`src/rtl/jstk2_pkg.sv`:
```
// Shared JSTK2 constants: command codes, frame layout and responder state encoding.
package jstk2_pkg;

    localparam logic [7:0] JSTK2_CMD_SET_LED = 8'h84;
    localparam int         JSTK2_FRAME_BYTES = 5;

    // Byte positions inside one chip-select frame.
    localparam int IDX_XL  = 0;
    localparam int IDX_XH  = 1;
    localparam int IDX_YL  = 2;
    localparam int IDX_YH  = 3;
    localparam int IDX_BTN = 4;

    typedef enum logic {
        ST_IDLE   = 1'b0,
        ST_ACTIVE = 1'b1
    } jstk2_state_e;

    // Byte returned at position idx; anything at or past n_bytes reads as zero.
    function automatic logic [7:0] jstk2_frame_byte(input int idx, input int n_bytes,
                                                    input logic [9:0] x, input logic [9:0] y,
                                                    input logic [7:0] btn);
        logic [7:0] b;
        b = 8'h00;
        if (idx < n_bytes) begin
            case (idx)
                IDX_XL:  b = x[7:0];
                IDX_XH:  b = {6'b0, x[9:8]};
                IDX_YL:  b = y[7:0];
                IDX_YH:  b = {6'b0, y[9:8]};
                IDX_BTN: b = btn;
                default: b = 8'h00;
            endcase
        end
        return b;
    endfunction

endpackage

```
`src/rtl/jstk2_spi_responder_if.sv`:
```
// PMOD SPI pins between a JSTK2 poller (master) and the responder (slave).
interface jstk2_spi_responder_if;
    logic sck;
    logic cs_n;
    logic mosi;
    logic miso;
    logic miso_oe;

    modport master (output sck, output cs_n, output mosi, input miso, input miso_oe);
    modport slave  (input sck, input cs_n, input mosi, output miso, output miso_oe);
endinterface

```
`src/rtl/spi_sync_edge.sv`:
```
// N-stage synchronizer with one history flop; rise/fall are one-cycle pulses
// derived only from the synchronized copy.
module spi_sync_edge #(
    parameter int   STAGES    = 2,
    parameter logic RESET_VAL = 1'b0
) (
    input  logic clk,
    input  logic rst_n,
    input  logic d,
    output logic sync,
    output logic rise,
    output logic fall
);

    logic [STAGES-1:0] pipe;
    logic              hist;

    // Shift the raw input through the synchronizer chain and keep one history bit.
    // NOTE: non-blocking assignments make every flop sample the pre-edge value,
    // so the chain really is STAGES+1 registers deep.
    always_ff @(posedge clk or negedge rst_n) begin
        if (!rst_n) begin
            pipe <= {STAGES{RESET_VAL}};
            hist <= RESET_VAL;
        end else begin
            pipe <= {pipe[STAGES-2:0], d};
            hist <= pipe[STAGES-1];
        end
    end

    assign sync = pipe[STAGES-1];
    assign rise = sync & ~hist;
    assign fall = ~sync & hist;

endmodule

```
`src/rtl/jstk2_spi_responder.sv`:
```
// SPI mode-0 slave emulating the JSTK2 joystick: 5-byte position/button frame
// out on MISO, MOSI bytes captured, set-LED command decoded into an RGB latch.
module jstk2_spi_responder
    import jstk2_pkg::*;
#(
    parameter int         SYNC_STAGES = 2,
    parameter int         FRAME_BYTES = JSTK2_FRAME_BYTES,
    parameter logic [7:0] CMD_SET_LED = JSTK2_CMD_SET_LED
) (
    input  logic                  i_Clk,
    input  logic                  i_Rst_L,
    jstk2_spi_responder_if.slave  spi,
    input  logic [9:0]            i_X_Pos,
    input  logic [9:0]            i_Y_Pos,
    input  logic [7:0]            i_Buttons,
    output logic [7:0]            o_RX_Byte,
    output logic                  o_RX_DV,
    output logic [23:0]           o_LED_RGB,
    output logic                  o_Frame_Done
);

    localparam int IDX_W = $clog2(FRAME_BYTES + 1);

    logic sck_s, sck_rise, sck_fall;
    logic cs_s, cs_rise, cs_fall;
    logic mosi_s, mosi_rise, mosi_fall;

    spi_sync_edge #(.STAGES(SYNC_STAGES), .RESET_VAL(1'b0)) u_sck_sync (
        .clk(i_Clk), .rst_n(i_Rst_L), .d(spi.sck),
        .sync(sck_s), .rise(sck_rise), .fall(sck_fall)
    );

    // CS_n resets to the deselected level so reset release alone never starts a frame.
    spi_sync_edge #(.STAGES(SYNC_STAGES), .RESET_VAL(1'b1)) u_cs_sync (
        .clk(i_Clk), .rst_n(i_Rst_L), .d(spi.cs_n),
        .sync(cs_s), .rise(cs_rise), .fall(cs_fall)
    );

    spi_sync_edge #(.STAGES(SYNC_STAGES), .RESET_VAL(1'b0)) u_mosi_sync (
        .clk(i_Clk), .rst_n(i_Rst_L), .d(spi.mosi),
        .sync(mosi_s), .rise(mosi_rise), .fall(mosi_fall)
    );

    // Levels of SCK/CS_n and MOSI edges are not needed; only edges and MOSI level are.
    logic unused_sync;
    assign unused_sync = ^{sck_s, cs_s, mosi_rise, mosi_fall};

    jstk2_state_e state_q, state_d;
    logic         start_frame, end_frame, bit_rise, bit_fall;

    logic [9:0]       snap_x, snap_y;
    logic [7:0]       snap_btn;
    logic [7:0]       tx_shift, rx_shift, cmd_q;
    logic [2:0]       bit_cnt;
    logic [IDX_W-1:0] byte_idx;
    logic [15:0]      led_stage;
    logic             miso_q, oe_q;

    logic [7:0] rx_next, first_byte, next_byte;
    assign rx_next    = {rx_shift[6:0], mosi_s};
    assign first_byte = jstk2_frame_byte(0, FRAME_BYTES, i_X_Pos, i_Y_Pos, i_Buttons);
    assign next_byte  = jstk2_frame_byte(int'(byte_idx), FRAME_BYTES, snap_x, snap_y, snap_btn);

    assign spi.miso    = miso_q;
    assign spi.miso_oe = oe_q;

    // State register.
    always_ff @(posedge i_Clk or negedge i_Rst_L) begin
        if (!i_Rst_L) state_q <= ST_IDLE;
        else          state_q <= state_d;
    end

    // Next state and event qualification; a CS_n rise masks any SCK edge in the same cycle.
    // NOTE: every output of this block gets a default first, so no path infers a latch.
    always_comb begin
        state_d     = state_q;
        start_frame = 1'b0;
        end_frame   = 1'b0;
        bit_rise    = 1'b0;
        bit_fall    = 1'b0;
        case (state_q)
            ST_IDLE: begin
                if (cs_fall) begin
                    state_d     = ST_ACTIVE;
                    start_frame = 1'b1;
                end
            end
            ST_ACTIVE: begin
                if (cs_rise) begin
                    state_d   = ST_IDLE;
                    end_frame = 1'b1;
                end else begin
                    bit_rise = sck_rise;
                    bit_fall = sck_fall;
                end
            end
            default: state_d = ST_IDLE;
        endcase
    end

    // Frame datapath: snapshot, TX/RX shifters, byte bookkeeping and command decode.
    // NOTE: snapshot and staging registers are reset too, so a reset mid-frame
    // leaves nothing from the old frame visible.
    always_ff @(posedge i_Clk or negedge i_Rst_L) begin
        if (!i_Rst_L) begin
            snap_x       <= '0;
            snap_y       <= '0;
            snap_btn     <= '0;
            tx_shift     <= '0;
            rx_shift     <= '0;
            cmd_q        <= '0;
            bit_cnt      <= '0;
            byte_idx     <= '0;
            led_stage    <= '0;
            miso_q       <= 1'b0;
            oe_q         <= 1'b0;
            o_RX_Byte    <= '0;
            o_RX_DV      <= 1'b0;
            o_LED_RGB    <= '0;
            o_Frame_Done <= 1'b0;
        end else begin
            o_RX_DV      <= 1'b0;
            o_Frame_Done <= 1'b0;
            if (start_frame) begin
                snap_x   <= i_X_Pos;
                snap_y   <= i_Y_Pos;
                snap_btn <= i_Buttons;
                tx_shift <= first_byte;
                miso_q   <= first_byte[7];
                oe_q     <= 1'b1;
                rx_shift <= '0;
                bit_cnt  <= '0;
                byte_idx <= '0;
            end else if (end_frame) begin
                oe_q         <= 1'b0;
                miso_q       <= 1'b0;
                bit_cnt      <= '0;
                o_Frame_Done <= (byte_idx != '0);
            end else if (bit_rise) begin
                rx_shift <= rx_next;
                bit_cnt  <= bit_cnt + 3'd1;
                if (bit_cnt == 3'd7) begin
                    o_RX_Byte <= rx_next;
                    o_RX_DV   <= 1'b1;
                    if (int'(byte_idx) < FRAME_BYTES) byte_idx <= byte_idx + IDX_W'(1);
                    if (int'(byte_idx) == 0) cmd_q <= rx_next;
                    if (cmd_q == CMD_SET_LED) begin
                        if (int'(byte_idx) == 1) led_stage[15:8] <= rx_next;
                        if (int'(byte_idx) == 2) led_stage[7:0]  <= rx_next;
                        if (int'(byte_idx) == 3) o_LED_RGB       <= {led_stage, rx_next};
                    end
                end
            end else if (bit_fall) begin
                if (bit_cnt == 3'd0) begin
                    tx_shift <= next_byte;
                    miso_q   <= next_byte[7];
                end else begin
                    tx_shift <= {tx_shift[6:0], 1'b0};
                    miso_q   <= tx_shift[6];
                end
            end
        end
    end

endmodule

```
`src/flat_wrapper.sv`:
```
// flat-port wrapper written by rule: the top's interface ports become plain ports
module jstk2_spi_responder_flat import jstk2_pkg::*;
#(
    parameter int         SYNC_STAGES = 2,
    parameter int         FRAME_BYTES = JSTK2_FRAME_BYTES,
    parameter logic [7:0] CMD_SET_LED = JSTK2_CMD_SET_LED
)
  (i_Clk, i_Rst_L, i_X_Pos, i_Y_Pos, i_Buttons, o_RX_Byte, o_RX_DV, o_LED_RGB, o_Frame_Done, spi_sck, spi_cs_n, spi_mosi, spi_miso, spi_miso_oe);
  jstk2_spi_responder_if spi_i ();
  input  logic i_Clk;
  input  logic i_Rst_L;
  input  logic [9:0] i_X_Pos;
  input  logic [9:0] i_Y_Pos;
  input  logic [7:0] i_Buttons;
  output logic [7:0] o_RX_Byte;
  output logic o_RX_DV;
  output logic [23:0] o_LED_RGB;
  output logic o_Frame_Done;
  input wire logic [$bits(spi_i.sck)-1:0] spi_sck;
  input wire logic [$bits(spi_i.cs_n)-1:0] spi_cs_n;
  input wire logic [$bits(spi_i.mosi)-1:0] spi_mosi;
  output wire logic [$bits(spi_i.miso)-1:0] spi_miso;
  output wire logic [$bits(spi_i.miso_oe)-1:0] spi_miso_oe;
  assign spi_i.sck = spi_sck;
  assign spi_i.cs_n = spi_cs_n;
  assign spi_i.mosi = spi_mosi;
  assign spi_miso = spi_i.miso;
  assign spi_miso_oe = spi_i.miso_oe;
  jstk2_spi_responder #(.SYNC_STAGES(SYNC_STAGES), .FRAME_BYTES(FRAME_BYTES), .CMD_SET_LED(CMD_SET_LED)) u_core (.i_Clk(i_Clk), .i_Rst_L(i_Rst_L), .spi(spi_i), .i_X_Pos(i_X_Pos), .i_Y_Pos(i_Y_Pos), .i_Buttons(i_Buttons), .o_RX_Byte(o_RX_Byte), .o_RX_DV(o_RX_DV), .o_LED_RGB(o_LED_RGB), .o_Frame_Done(o_Frame_Done));
endmodule
```
`config.mk`:
```
export PLATFORM = sky130hd
export DESIGN_NAME = jstk2_spi_responder_flat
export DESIGN_NICKNAME = d
export VERILOG_FILES = /design/src/rtl/jstk2_pkg.sv /design/src/rtl/jstk2_spi_responder_if.sv /design/src/rtl/spi_sync_edge.sv /design/src/rtl/jstk2_spi_responder.sv /design/src/flat_wrapper.sv
export SDC_FILE = /design/constraint.sdc
export NUM_CORES = 1
export LEC_CHECK = 0
export CORE_UTILIZATION = 50
export CTS_BUF_LIST = sky130_fd_sc_hd__clkbuf_8
export DETAILED_ROUTE_END_ITERATION = 10
export PLACE_DENSITY = 0.77
export SLEW_MARGIN = 20
export SYNTH_ARGS = -nofsm -noshare
export SYNTH_HDL_FRONTEND = slang
export SYNTH_SLANG_ARGS = --single-unit
```
`constraint.sdc`:
```
create_clock -name i_Clk -period 6.3 [get_ports i_Clk]
set_input_delay 0.945 -clock i_Clk [delete_from_list [all_inputs] [get_ports i_Clk]]
set_output_delay 0.945 -clock i_Clk [all_outputs]
set_load 0.05 [all_outputs]
```
# Yosys cells after proc, flatten, opt, wreduce, memory -nomap -nowiden

Cells that the tools add are included.
Widths: inputs -> output; s select.

Register bits after elaboration: 117
Input port bits: 33
Output and inout bits: 36
Word-level logic and storage cells: 109

Add/sub/neg operators: 2
Magnitude comparators: 1
Eq/ne operators: 12
Muxes and demuxes: 41
Bitwise gates (word level): 11
Reductions and logical operators: 20

Operator list:

| cell                | number |
|---|---|
| $mux 7              | 8 |
| $pmux 8 s5          | 1 |
| $mux 3              | 8 |
| $mux 1              | 22 |
| $reduce_and 6->1    | 3 |
| $eq 3x3->1 const B  | 4 |
| $reduce_bool 2->1   | 5 |
| $eq 3x2->1 const B  | 3 |
| $logic_not 3->1     | 3 |
| $reduce_bool 3->1   | 3 |
| $eq 8x8->1 const B  | 1 |
| $mux 8              | 1 |
| $reduce_and 4->1    | 2 |
| $not 1->1           | 7 |
| $add 3x1->3 const B | 2 |
| $reduce_and 5->1    | 1 |
| $and 1x1->1         | 4 |
| $ne 2x1->1 const B  | 2 |
| $reduce_and 2->1    | 2 |
| $eq 3x1->1 const B  | 1 |
| $lt 3x3->1 const B  | 1 |
| $ne 3x1->1 const B  | 1 |
| $reduce_and 3->1    | 1 |
| $pmux 1 s2          | 1 |

# Logic depth before layout (Yosys ltp)

Depth in word-level cells: 8
Gate-level depth with buffers: 8
Gate-level depth less buffers: 6

# By module

Synthesis repeated with hierarchy kept, for this count alone.

Cells, all modules: 430
Area, all modules: 5003.5 um^2

By module, submodules not included:

| module                                  | times used | cells each | area each (um^2) | sequential area each (um^2) |
|---|---|---|---|---|
| jstk2_spi_responder                     | 1          | 415        | 4729.5           | 2727.6 |
| spi_sync_edge at u_core.u_mosi_sync ... | 2          | 5          | 90.1             | 75.1 |
| spi_sync_edge at u_core.u_cs_sync       | 1          | 5          | 93.8             | 78.8 |

# Least setup slack after synthesis

Ideal clock, no wire load.

Path kind: register -> register
Start: reg u_core.byte_idx[2]
End: reg u_core.o_LED_RGB[10]
Arrival time: 1.864 ns
Required time: 6.175 ns
Path slack: 4.311 ns
Cell stages (with the launch flop): 9
Cell sequence: dfrtp_1 -> buf_2 -> clkbuf_1 -> inv_1 -> ha_1 -> nand3_1 -> nor2_2 -> buf_2 -> mux2_2

Word-level cells in the longest chain between the ends: 2

Ends and longest elaborated chain:

| element                    | line                       | RTL |
|---|---|---|
| start: declaration         | jstk2_spi_responder.sv:55  | `logic [IDX_W-1:0] byte_idx;` |
| $eq 3x3->1                 | jstk2_spi_responder.sv:150 | `if (int'(byte_idx) == 3) o_LED_RGB <= {led_stage, rx_next};` |
| $reduce_and 6->1 (no line) | n/a                        |  |
| end: declaration           | jstk2_spi_responder.sv:18  | `output logic [23:0] o_LED_RGB,` |

Every way passes these cells.
A chain may end at the register's enable or synchronous reset.

# Worst setup path after layout

Start: reg u_core.o_RX_Byte[3]
End: out o_RX_Byte[3]

RTL lines:

| element                  | line                       | RTL |
|---|---|---|
| start: declaration       | jstk2_spi_responder.sv:16  | `output logic [7:0] o_RX_Byte,` |
| start signal: assignment | jstk2_spi_responder.sv:143 | `o_RX_Byte <= rx_next;` |
| end: declaration         | flat_wrapper.sv:15         | `output logic [7:0] o_RX_Byte;` |

No word-level cell between the ends.

==> results.json <==
{
  "status": "completed",
  "core_area_mm2": 0.009328,
  "wl_um": 9829,
  "cts_tree": "built",
  "first_pass_iters": 5,
  "synth_seq_area_share_pct": 60.11,
  "hp-class": "flop to flop",
  "critPathCaptureType": "output pin",
  "synth_fp_nets": 457,
  "postPlaceCellArea_mm2": 0.005650,
  "cts_buffers": 17,
  "route.met3.wl_um": 412,
  "drc": 0,
  "finalInstanceArea_mm2": 0.006028,
  "rsz0062_at_grt": "false",
  "worstPathCellList": "clkdlybuf4s50_1",
  "fin_util_pct": 64.63,
  "p_leak_nw": 2.840,
  "critical_path.top_delay_family": "buffers and inverters",
  "arrival_ns": 1.61,
  "drive_above_1_share_pct": 21.37,
  "floorplan.initialDensity_pct": 52.29,
  "cts.sinks": 117,
  "async_flop_share_pct": 100.0,
  "clkLatencyLatePin_ns": 0.42,
  "hold_viol": 0,
  "required_ns": 5.35,
  "antenna_left": 0,
  "slew_headroom_pct": 44.08,
  "pre_cts_slack_ns": 3.786,
  "vias": 3374,
  "min_period_over_period_pct": 40.62,
  "top_layer_used": "met4",
  "grt.total_usage_pct": 21.68,
  "postLayoutSetupSlackWorst_ns": 3.741,
  "clkTransAtPathRegs_ns": 0.08,
  "die-height_um": 100.8,
  "dp_hpwl_um": 6479,
  "postCtsResizedCells": 0,
  "synthCells": 416,
  "grt_pass1_wl_um": 16550,
  "netlist-cell-type-count": 44,
  "critical-path-slowest-cell": "clkdlybuf4s50_1",
  "cp_max_fo": 2,
  "avgSynthCellArea_um2": 11.72,
  "netlist_area_mm2": 0.004877,
  "synth_edf_count": 0,
  "worst-path-buf-inv": 1,
  "dr_wl_met2_um": 4776,
  "grt_pass1_vias": 3445,
  "post_cts_buffers": 0,
  "die_w_um": 100.8,
  "worst_pin_slew_ns": 0.8389,
  "clockBufferDepth": 2,
  "root_buffer": "clkbuf_8",
  "synthToLayoutAreaGrowth_pct": 23.60,
  "drtIter0Drc": 163,
  "fill_cells": 747,
  "port_buffers": 68,
  "h-tree-depth": 4,
  "num_antenna_cells": 0,
  "maxCapViolations": 0,
  "fin_crit_ns": 2.559,
  "wl_met1_um": 4482,
  "ys_ff_latch": 117,
  "timing.fmax_mhz": 390.7,
  "rows": 35,
  "critical_path.max_stage_delay_ns": 0.82,
  "ir_drop_mv": 0.1450,
  "drt-vias-per-instance": 5.398,
  "ioPinCount": 69,
  "antenna_found_initial": 0,
  "critPathLaunchType": "flop",
  "power.density_mw_per_mm2": 274.4,
  "dieArea_mm2": 0.01015,
  "setup_viol": 0,
  "fin_skew_ns": 0.01060,
  "hold_buffers": 0,
  "critPathKind": "flop to output pin",
  "grt_max_degree": 64,
  "synth_flop_cell": "dfrtp_1",
  "finalMaxSlewViolations": 0,
  "gp_congestion": 0.7908,
  "finalSetupTns_ns": 0,
  "grt_overflow": 0,
  "nets": 524,
  "avgRoutedWirePerCell_um": 15.73,
  "ys_warn_count": 0
}
synthesized netlist by cell type (all sizes together) (3+ instances only):
library cell    n  area [um2]
dfrtp         114        2853
a21oi          12       60.06
buf             8       35.03
nor2           10       40.04
mux2           57       641.9
a222oi          6       60.06
nand3          16       80.08
a22oi           6       45.04
dfstp           3       78.83
nand2         105       394.1
ha              8       100.1
inv             9       33.78
nor4b           3       41.29
o21ai          13       65.06
clkbuf         14       56.31
kinds of logic (layout without fill, tap and decap cells):
logic type	count (synthesis)	in the layout	synth area share [%]
adder cells (fa/ha/maj)	8	8	2.052
flip-flops	117	117	60.11
multiplexers	58	58	13.37
AND/OR/NAND/NOR	150	150	14.47
buffers and inverters	31	111	2.565
AO/OA/AOI/OAI	52	52	7.440
area by class of cell:
cell class	count	area, um2	area share (%)
clock inverters	14	130.1	2.159
clock buffers	18	247.7	4.110
repair buffers	70	693.2	11.50
well taps	129	161.4	2.677
multi-input cells	268	1831	30.37
flip-flops and latches	117	2932	48.63
inverters	9	33.78	0.5604
through the flow:
step	cells	power [mW]	hold slack (ns)
after floorplan	416	0.9572	0.3312
after global placement	593	1.022	0.3360
after detailed placement	593	1.030	0.3347
after CTS	625	1.666	0.3568
after global routing	625	1.732	0.3594
final	625	1.654	0.3535
cell usage in the layout, fill, tap and decap left out, types with 2 or more instances in the layout:
| master | instances |
|---|---|
| mux2_2 | 57 |
| ha_1 | 8 |
| a41oi_1 | 2 |
| nand2_1 | 105 |
| buf_4 | 3 |
| inv_1 | 9 |
| nor2_1 | 9 |
| a222oi_1 | 6 |
| clkbuf_8 | 18 |
| clkinv_4 | 6 |
| nor2b_1 | 2 |
| clkinvlp_4 | 2 |
| nor4b_1 | 2 |
| nand2b_1 | 2 |
| o21ai_0 | 13 |
| a21oi_1 | 12 |
| inv_6 | 2 |
| or2_2 | 2 |
| dfstp_2 | 3 |
| nand3_1 | 16 |
| clkdlybuf4s50_1 | 67 |
| a22oi_1 | 6 |
| a32oi_1 | 2 |
| clkinv_2 | 3 |
| and3_1 | 2 |
| dfrtp_1 | 114 |
| a22o_1 | 2 |
final timing paths:
check	start	endpoint	slack [ns]	depth (start not counted)
max in group asynchronous	i_Rst_L	u_core.led_stage[12]	4.52	2
setup / recovery	u_core.o_RX_Byte[3]	o_RX_Byte[3]	3.74	1
setup reg to reg	u_core.u_cs_sync.hist	u_core.led_stage[5]	3.78	4
hold reg to reg	u_core.u_mosi_sync.pipe[0]	u_core.u_mosi_sync.pipe[1]	0.35	0
min in group asynchronous	i_Rst_L	u_core.snap_y[4]	0.54	1
hold / removal	u_core.u_mosi_sync.pipe[0]	u_core.u_mosi_sync.pipe[1]	0.35	0
flip-flops by register name, indices dropped and copies added, names as in the netlist:
register / count
u_core.bit_cnt: 3
u_core.byte_idx: 3
u_core.cmd_q: 8
u_core.led_stage: 16
u_core.o_Frame_Done: 1
u_core.o_LED_RGB: 24
u_core.o_RX_Byte: 8
u_core.o_RX_DV: 1
u_core.rx_shift: 7
u_core.snap_btn: 8
u_core.snap_x: 10
u_core.snap_y: 10
u_core.spi.miso: 1
u_core.spi.miso_oe: 1
u_core.state_q: 1
u_core.tx_shift: 7
u_core.u_cs_sync.hist: 1
u_core.u_cs_sync.pipe: 2
u_core.u_mosi_sync.pipe: 2
u_core.u_sck_sync.hist: 1
u_core.u_sck_sync.pipe: 2
power by group:
| group | switching [mW] | internal [mW] |
|---|---|---|
| combinational | 0.0930 | 0.0719 |
| sequential | 0.0427 | 0.811 |
| clock | 0.311 | 0.325 |
| total | 0.447 | 1.21 |
per-layer routing:
metal,vias up,GRT usage (%)
li1,1568,-
met1,1697,28.52
met2,95,34.40
met3,14,5.201
met4,0,9.699
met5,-,0
Power figures use the tool's default switching activity.
